## src/rtl/sr_latch_bank_ctrl.sv

```systemverilog
// Sequencer and two-port round-robin arbiter for a bank of gated NAND SR latches.
// Optional macro SRL_CTRL_READBACK_EN: sample Q after set/reset and flag mismatches.
module sr_latch_bank_ctrl #(
  parameter int N = 8,
  parameter int EN_PULSE = 2,
  localparam int AW = $clog2(N)
) (
  input  logic          clk,
  input  logic          rst,
  input  logic          req0_valid,
  output logic          req0_ready,
  input  logic [AW-1:0] req0_addr,
  input  logic [1:0]    req0_op,
  input  logic          req1_valid,
  output logic          req1_ready,
  input  logic [AW-1:0] req1_addr,
  input  logic [1:0]    req1_op,
  output logic [N-1:0]  lat_s,
  output logic [N-1:0]  lat_r,
  output logic [N-1:0]  lat_en,
  input  logic [N-1:0]  lat_q,
  output logic          busy,
  output logic          done,
  output logic          done_id,
  output logic          done_q,
  output logic          err
);
  typedef enum logic [2:0] {IDLE, SETUP, PULSE, HOLD, CHECK, FIN} state_t;

  state_t        state;
  logic [3:0]    cnt;
  logic [AW-1:0] addr_r;
  logic [1:0]    op_r;
  logic          id_r;
  logic          last;

  logic          arb_ok, gnt0, gnt1, acc, illegal, q_smp;
  logic [AW-1:0] a_in;
  logic [1:0]    o_in;
  logic [N-1:0]  sel_in, sel_r;

  // FIN counts as idle so a new request is accepted in the done cycle.
  assign arb_ok = (state == IDLE) || (state == FIN);
  assign gnt0   = arb_ok & req0_valid & (~req1_valid | last);
  assign gnt1   = arb_ok & req1_valid & (~req0_valid | ~last);
  assign acc    = gnt0 | gnt1;
  assign req0_ready = gnt0;
  assign req1_ready = gnt1;

  assign a_in    = gnt1 ? req1_addr : req0_addr;
  assign o_in    = gnt1 ? req1_op : req0_op;
  assign illegal = (o_in == 2'b11) || (32'(a_in) >= N);
  assign sel_in  = N'(1) << a_in;
  assign sel_r   = N'(1) << addr_r;
  assign q_smp   = lat_q[addr_r];

  always_ff @(posedge clk or posedge rst) begin
    if (rst) begin
      state   <= IDLE;
      cnt     <= '0;
      addr_r  <= '0;
      op_r    <= '0;
      id_r    <= 1'b0;
      last    <= 1'b1;
      lat_s   <= '0;
      lat_r   <= '0;
      lat_en  <= '0;
      busy    <= 1'b0;
      done    <= 1'b0;
      done_id <= 1'b0;
      done_q  <= 1'b0;
      err     <= 1'b0;
    end else begin
      done    <= 1'b0;
      done_id <= 1'b0;
      done_q  <= 1'b0;
      err     <= 1'b0;
      case (state)
        IDLE, FIN: begin
          if (acc) begin
            id_r   <= gnt1;
            last   <= gnt1;
            addr_r <= a_in;
            op_r   <= illegal ? 2'b11 : o_in;
            if (illegal) begin
              state   <= FIN;
              busy    <= 1'b0;
              done    <= 1'b1;
              done_id <= gnt1;
              err     <= 1'b1;
            end else if (o_in == 2'b00) begin
              state <= CHECK;
              busy  <= 1'b1;
            end else begin
              state <= SETUP;
              busy  <= 1'b1;
              lat_s <= (o_in == 2'b01) ? sel_in : '0;
              lat_r <= (o_in == 2'b10) ? sel_in : '0;
            end
          end else begin
            state <= IDLE;
            busy  <= 1'b0;
          end
        end
        SETUP: begin
          state  <= PULSE;
          lat_en <= sel_r;
          cnt    <= 4'd1;
        end
        PULSE: begin
          if (cnt == 4'(EN_PULSE)) begin
            state  <= HOLD;
            lat_en <= '0;
          end else begin
            cnt <= cnt + 4'd1;
          end
        end
        HOLD: begin
          lat_s <= '0;
          lat_r <= '0;
`ifdef SRL_CTRL_READBACK_EN
          state <= CHECK;
`else
          // Without readback the expected value is reported directly.
          state   <= FIN;
          busy    <= 1'b0;
          done    <= 1'b1;
          done_id <= id_r;
          done_q  <= (op_r == 2'b01);
`endif
        end
        CHECK: begin
          state   <= FIN;
          busy    <= 1'b0;
          done    <= 1'b1;
          done_id <= id_r;
          done_q  <= q_smp;
          err     <= (op_r != 2'b00) && (q_smp != (op_r == 2'b01));
        end
        default: begin
          state <= IDLE;
          busy  <= 1'b0;
        end
      endcase
    end
  end

  // Latch-safety invariants: never S=R=1, one cell at a time, en only in PULSE.
  a_no_sr:   assert property (@(posedge clk) disable iff (rst) (lat_s & lat_r) == '0);
  a_oh_s:    assert property (@(posedge clk) disable iff (rst) $onehot0(lat_s));
  a_oh_r:    assert property (@(posedge clk) disable iff (rst) $onehot0(lat_r));
  a_oh_en:   assert property (@(posedge clk) disable iff (rst) $onehot0(lat_en));
  a_en_puls: assert property (@(posedge clk) disable iff (rst) (lat_en != '0) |-> (state == PULSE));
  a_sr_stab: assert property (@(posedge clk) disable iff (rst)
                              (state == PULSE && $past(state) == PULSE) |-> ($stable(lat_s) && $stable(lat_r)));
endmodule

```

## config.mk

```make
export PLATFORM = sky130hd
export DESIGN_NAME = sr_latch_bank_ctrl
export DESIGN_NICKNAME = d
export VERILOG_FILES = /design/src/rtl/sr_latch_bank_ctrl.sv
export SDC_FILE = /design/constraint.sdc
export NUM_CORES = 1
export LEC_CHECK = 0
export BUFFER_PORTS_ARGS = -buffer_cell sky130_fd_sc_hd__buf_4
export CAP_MARGIN = 15
export CORE_MARGIN = 8
export CORE_UTILIZATION = 45
export DETAILED_ROUTE_END_ITERATION = 7
export GPL_TIMING_DRIVEN = 0
export PLACE_DENSITY = 0.69
export SLEW_MARGIN = 20
export SYNTH_ARGS = -nofsm -noshare
export SYNTH_HDL_FRONTEND = slang
export SYNTH_SLANG_ARGS = --single-unit
```

## constraint.sdc

```tcl
create_clock -name clk -period 4.4 [get_ports clk]
set_clock_uncertainty 0.2 [all_clocks]
set_input_delay 0.88 -clock clk [delete_from_list [all_inputs] [get_ports clk]]
set_output_delay 0.88 -clock clk [all_outputs]
set_load 0.03 [all_outputs]
```

==> metrics, run 1 <==
synthesized instance count=224; clk_lat worst skew=0.30 ns; CP Launch Type=flip-flop; initial antenna violation count=0; Hold Path End=lat_en[7]; EDFF count, synth=0; # hold bufs at CTS=0; fmax=246.7 MHz; Area Growth Syn to Fin=23.49%; routed length per placed instance=14.60 um; CP Data Required Time=4.42 ns; Mapped Nets=roughly 250; crit end category=flip-flop; MaxCap Viol Count=0; port bufs=between 40 and 50; Final nets=307; Final min period=4.054 ns; Die Wd=between 80 and 90 um; routed wl met2=2568 um; Post-Layout Inst Area=2848 sq um; Yosys warnings=0; placed instance area=2759 sq um; Tot Pwr=about 1.9 mW; top cells by count, synth=dfrtp_1, nand2_1, nor2_1; Arr. time, crit path=4.07 ns; area leader, netlist=dfrtp_1; DRC=0; Row Count=26; total wire length=~5000 um; top-count cell post-synth=dfrtp_1; top cell type's share of synthesized area=0.4558; Iter 0 DRT Violations=57; worst hold start=lat_en[7]; dpl ws=slightly below 0.1 ns; Synth Flop Type=dfrtp_1; clk root buf=clkbuf_8; asr flop ratio synth=1.000; Post-CTS Setup Bufs=0; DIE AREA=7671 sq um; gpl congestion=0.7406; CTS tree=yes; post-CTS sizing=0; ANT cells=0; Pwr Density=663.5 nW/um^2; run status=finished, final reports clean; vias per cell=5.178; RSZ-0062 raised after global routing=false; LEAKAGE=roughly 1.3 nW; fin. max-slew vios=0; Slew HR=0.4313; vias in the first global route=1858; setup TNS=0 ns; Hold Vio Cnt, Final=0; Distinct cells, synth=39; total number of vias=1807; R2R Setup Slk=0.35 ns; Worst-Margin Slew=between 0.8 and 0.9 ns; CTS buffer count=5; CP max FO=10; r2r startpoint=state[2]; WL met3=235 um; wire length of the first global-routing pass=8645 um; WHS Path Cells=2; Core Box Area=5042 sq um; io pins=53; FF+latch count, synth=43; Setup WS post-layout=0.3461 ns; VDD IR max=0.2929 mV; H-tree depth=2; Final Cycle Share=0.9213; Initial Util=0.4573; critical setup path kind=reg -> reg; Met1 Wirelength=2231 um; syn avg cell area=10.29 sq um; largest net degree at the start of global routing=27; First-pass DRT Iterations=4; Die Y=87.59 um; post-DP HPWL=3876 um; sequential area share after synthesis=0.4672; clk slew on worst S/H paths=0.09 ns; uppermost layer routed=met4; DRT antenna net count=0; final setup vio count=0; R2R depth=10; GRT Util Overall=0.1451; clk sinks=43; worst hold path class=reg -> reg; total congestion overflow=0; Clock Path Buffers=2; synth top area cells=dfrtp_1, mux2i_1, nand2_1, a22o_1, ha_1; RR Endpoint=lat_r[3]; fraction of layout cells with a size suffix above 1=0.2760; Mapped Area=about 2300 sq um
==> sequential cells by signal (all words and copies together), names as in the netlist, 2 cells and up <==
signal and cells:
addr_r 3, cnt 4, lat_en 8, lat_r 8
lat_s 8, op_r 2, state 3
==> power breakdown <==
part / leakage, nW / switching [mW] / internal (mW)
clock network: 0.0402 / 0.140 / 0.110
registers: 0.562 / 0.0782 / 0.532
logic: 0.730 / 0.630 / 0.398
total: 1.33 / 0.849 / 1.04
==> how the worst max path moves through the flow <==
stage	start	to	slack (ns)	depth (start not counted)
3_3_place_gp	req1_valid	lat_s[5]	0.23	10
3_5_place_dp	req1_valid	lat_s[6]	0.1	10
4_1_cts	state[2]	lat_r[3]	0.30	10
5_1_grt	state[2]	lat_s[6]	0.05	10
6_report	state[2]	lat_r[3]	0.35	10
2_1_floorplan	req1_valid	lat_s[0]	0.68	10
==> worst max-delay path: stages (launching register included) <==
cell	delay (ns)
dfrtp_1	0.38
buf_6	0.14
xor2_2	0.17
a2111oi_4	0.65
buf_6	0.26
mux2i_2	0.41
inv_1	0.12
ha_1	0.28
nor4_1	0.75
nand3b_1	0.36
o2bb2ai_1	0.24
==> layer usage <==
metal | GRT usage | vias to the layer above
li1 | - | 898
met1 | 0.1639 | 864
met2 | 0.2562 | 40
met3 | 0.04221 | 5
met4 | 0.04531 | 0
met5 | 0 | -
==> cell usage in the layout, fill, tap and decap left out, types with 4 or more instances in the layout <==
master	Yosys	final
buf_4	0	46
dfrtp_1	42	42
nand2_1	24	24
nor2_1	19	19
clkbuf_1	11	11
mux2i_1	10	10
a22o_1	10	10
inv_1	9	8
a21oi_1	8	8
o2bb2ai_1	8	8
nand2b_1	7	7
nor3_1	7	7
ha_1	7	7
o21ai_0	6	6
o31ai_1	6	6
nand3b_1	5	5
clkbuf_8	0	5
mux2_2	4	4
==> logic make-up after synthesis <==
group | count (synthesis) | synth area share
AND/OR/NAND/NOR | 78 | 0.1688
AO/OA/AOI/OAI | 50 | 0.1704
flip-flops | 43 | 0.4672
buffers and inverters | 26 | 0.05046
multiplexers | 18 | 0.09441
adder cells (fa/ha/maj) | 7 | 0.03798
XOR/XNOR | 2 | 0.01085
==> cell type report <==
class,instances,area [sq um]
flip-flops and latches,43,1077
clock buffers,5,68.82
clock inverters,3,20.02
plain buffers,17,82.58
repair buffers,47,365.4
well taps,70,87.58
inverters,9,33.78
multi-input cells,155,1112
fillers,465,2195
==> metrics by stage <==
step | std cells | hold WS [ns] | util
after detailed placement | 341 | 0.2687 | 0.5471
after floorplan | 224 | 0.2497 | -
after global placement | 340 | 0.2613 | 0.5432
after global routing | 349 | 0.3150 | 0.5648
final | 349 | 0.2838 | 0.5648
after CTS | 349 | 0.2870 | 0.5648
(Power assumes the default switching activity.)
==> run 2, diff against run 1 <==
--- a/config.mk
+++ b/config.mk
@@ -8,10 +8,9 @@
 export BUFFER_PORTS_ARGS = -buffer_cell sky130_fd_sc_hd__buf_4
 export CAP_MARGIN = 15
 export CORE_MARGIN = 8
-export CORE_UTILIZATION = 45
+export CORE_UTILIZATION = 35
 export DETAILED_ROUTE_END_ITERATION = 7
 export GPL_TIMING_DRIVEN = 0
-export PLACE_DENSITY = 0.69
 export SLEW_MARGIN = 20
 export SYNTH_ARGS = -nofsm -noshare
 export SYNTH_HDL_FRONTEND = slang
==> run 2 against run 1 <==
Clock power is 26% higher. Maximum frequency is 0.16% higher. Routed wire length is 4.1% higher. Non-clock buffer count stayed put. Setup slack better by 0.0063 ns. Largest cell class unchanged.
==> metrics, run 2 (synthesis results as in run 1) <==
Die Wd=97.17 um (+11%); io pins=53 (unchanged); sw power=0.8478 mW (-0.11%); Final nets=307 (unchanged); Initial Util=0.3632 (-0.09417); Seq pwr share=0.312 (-0.011); DIE AREA=9442 sq um (+23%); most common cell after layout, fill and taps aside=buf_4; clk sinks=43 (unchanged); Int Pwr=1.114 mW (+7.0%); dpl ws=0.04907 ns (-0.04949 ns); Hold Vio Cnt, Final=0 (unchanged); Die Y=97.17 um (+11%); Pwr Density=680.0 nW/um^2 (+2.5%); crit path buf inv count=3 (unchanged); H-tree depth=2 (unchanged); worst hold path class=reg -> reg; r2r startpoint=state[2]; DRT antenna net count=0 (unchanged); Sw Ratio=0.4321 (-0.01706); clk slew on worst S/H paths=0.08 ns (about the same); RR Endpoint=lat_r[6]; First-pass DRT Iterations=4 (unchanged); CP max FO=10 (unchanged); Filler cells=619 (+33%); fraction of layout cells with a size suffix above 1=0.2760 (unchanged); GRT Util Overall=0.1137 (-0.03131); Final min period=4.048 ns (-0.006322 ns); Inst Count DP=348 (+2.1%); post-CTS sizing=0 (unchanged); initial antenna violation count=0 (unchanged); ordered list of cells on the worst path=buf_6 -> xor2_2 -> a2111oi_4 -> buf_6 -> mux2i_2 -> inv_1 -> ha_1 -> nor4_1 -> nand3b_1 -> o2bb2ai_1; Clk network pwr share=0.161 (+0.028); R2R depth=10 (unchanged); gpl congestion=0.7771 (+4.9%); setup TNS=0 ns (unchanged); CTS buffer count=5 (unchanged); fin. max-slew vios=0 (unchanged); crit end category=flip-flop; Iter 0 DRT Violations=88 (+54%); crit-path leading delay family=simple AND/OR/NAND/NOR gates; Worst path max stage delay=0.73 ns (-0.02 ns); total number of vias=1843 (+2.0%); WHS Path Cells=1 (-1); post-DP HPWL=3987 um (+2.9%); fmax=247.1 MHz (+0.16%); clk_lat worst skew=0.29 ns (about the same); port bufs=46 (unchanged); Core Box Area=6350 sq um (+26%); # hold bufs at CTS=0 (unchanged); wire length of the first global-routing pass=9018 um (+4.3%); total wire length=5302 um (+4.1%); VDD IR max=0.2859 mV (-2.4%); worst hold start=id_r; CP Launch Type=flip-flop; final setup vio count=0 (unchanged); routed length per placed instance=14.89 um (+2.0%); RSZ-0062 raised after global routing=false; CP Data Required Time=4.41 ns (about the same); Hold Path End=id_r; critical setup path kind=reg -> reg; Crit-path slowest cell=nor4_1; Post-CTS Setup Bufs=0 (unchanged); vias per cell=5.177 (about the same); Row Count=29 (+12%); Clock Path Buffers=2 (unchanged); Area Growth Syn to Fin=25.12%; Top Registers=lat_en: 8 flops, lat_r: 8 flops, lat_s: 8 flops; DRC=0 (unchanged); Crit path top cell by count=buf_6; vias in the first global route=1891 (+1.8%); R2R Setup Slk=0.35 ns (about the same); Setup WS post-layout=0.3524 ns (+0.006322 ns); clk root buf=clkbuf_8; Final Cycle Share=0.9199 (-0.001437); fin cells=356 (+2.0%); Logic pwr share=0.527 (-0.017); Worst-Margin Slew=0.8240 ns (-0.02129 ns); MaxCap Viol Count=0 (unchanged); Slew HR=0.4456 (+0.01433); Arr. time, crit path=4.06 ns (about the same); most frequent cells in the layout=buf_4, dfrtp_1, nand2_1, nor2_1, clkbuf_1; run status=finished, final reports clean; ANT cells=0 (unchanged); total congestion overflow=0 (unchanged); LEAKAGE=1.353 nW (+1.6%); CTS tree=yes; largest net degree at the start of global routing=27 (unchanged)
-- run 2: final cells by class --
type | instances | area, sq um | share of cell area
plain buffers | 17 | 82.58 | 0.02862
clock inverters | 2 | 35.03 | 0.01214
repair buffers | 47 | 365.4 | 0.1266
multi-input cells | 155 | 1112 | 0.3855
clock buffers | 6 | 82.58 | 0.02862
well taps | 77 | 96.34 | 0.03339
flip-flops and latches | 43 | 1077 | 0.3734
inverters | 9 | 33.78 | 0.01171
-- run 2: how the worst max path moves through the flow --
stage / start / endpoint / slack (ns) / cells past startpoint
3_5_place_dp: req1_valid / lat_r[6] / 0.05 / 10
6_report: state[2] / lat_r[6] / 0.35 / 10
3_3_place_gp: req1_valid / lat_r[6] / 0.12 / 10
2_1_floorplan: req1_valid / lat_s[0] / 0.68 / 10
4_1_cts: state[2] / lat_r[6] / 0.31 / 10
5_1_grt: state[2] / lat_r[6] / 0.06 / 10
-- run 2: stage by stage --
step | utilization | hold WS, ns | total power [mW] | instance area (sq um)
after floorplan | - | 0.2497 | 1.366 | 2306
after detailed placement | 0.4359 | 0.2652 | 1.664 | 2768
after global placement | 0.4327 | 0.2624 | 1.653 | 2748
final | 0.4544 | 0.2796 | 1.962 | 2885
after global routing | 0.4544 | 0.3120 | 2.116 | 2885
after CTS | 0.4544 | 0.2854 | 1.990 | 2885
-- run 2: layer usage --
layer	GRT usage	share of wire
met1	0.1424	0.46
met2	0.1719	0.46
met3	0.04836	0.069
met4	0.03550	0.012
met5	0	0
-- run 2: power groups by stage --
| stage | combinational, mW | clock [mW] | sequential, mW |
|---|---|---|---|
| finish | 1.03 | 0.316 | 0.612 |
| CTS | 1.05 | 0.329 | 0.614 |
| detailed placement | 1.04 | 0 | 0.621 |
| global placement | 1.04 | 0 | 0.617 |
| floorplan | 0.614 | 0 | 0.752 |
| global route | 1.14 | 0.344 | 0.633 |
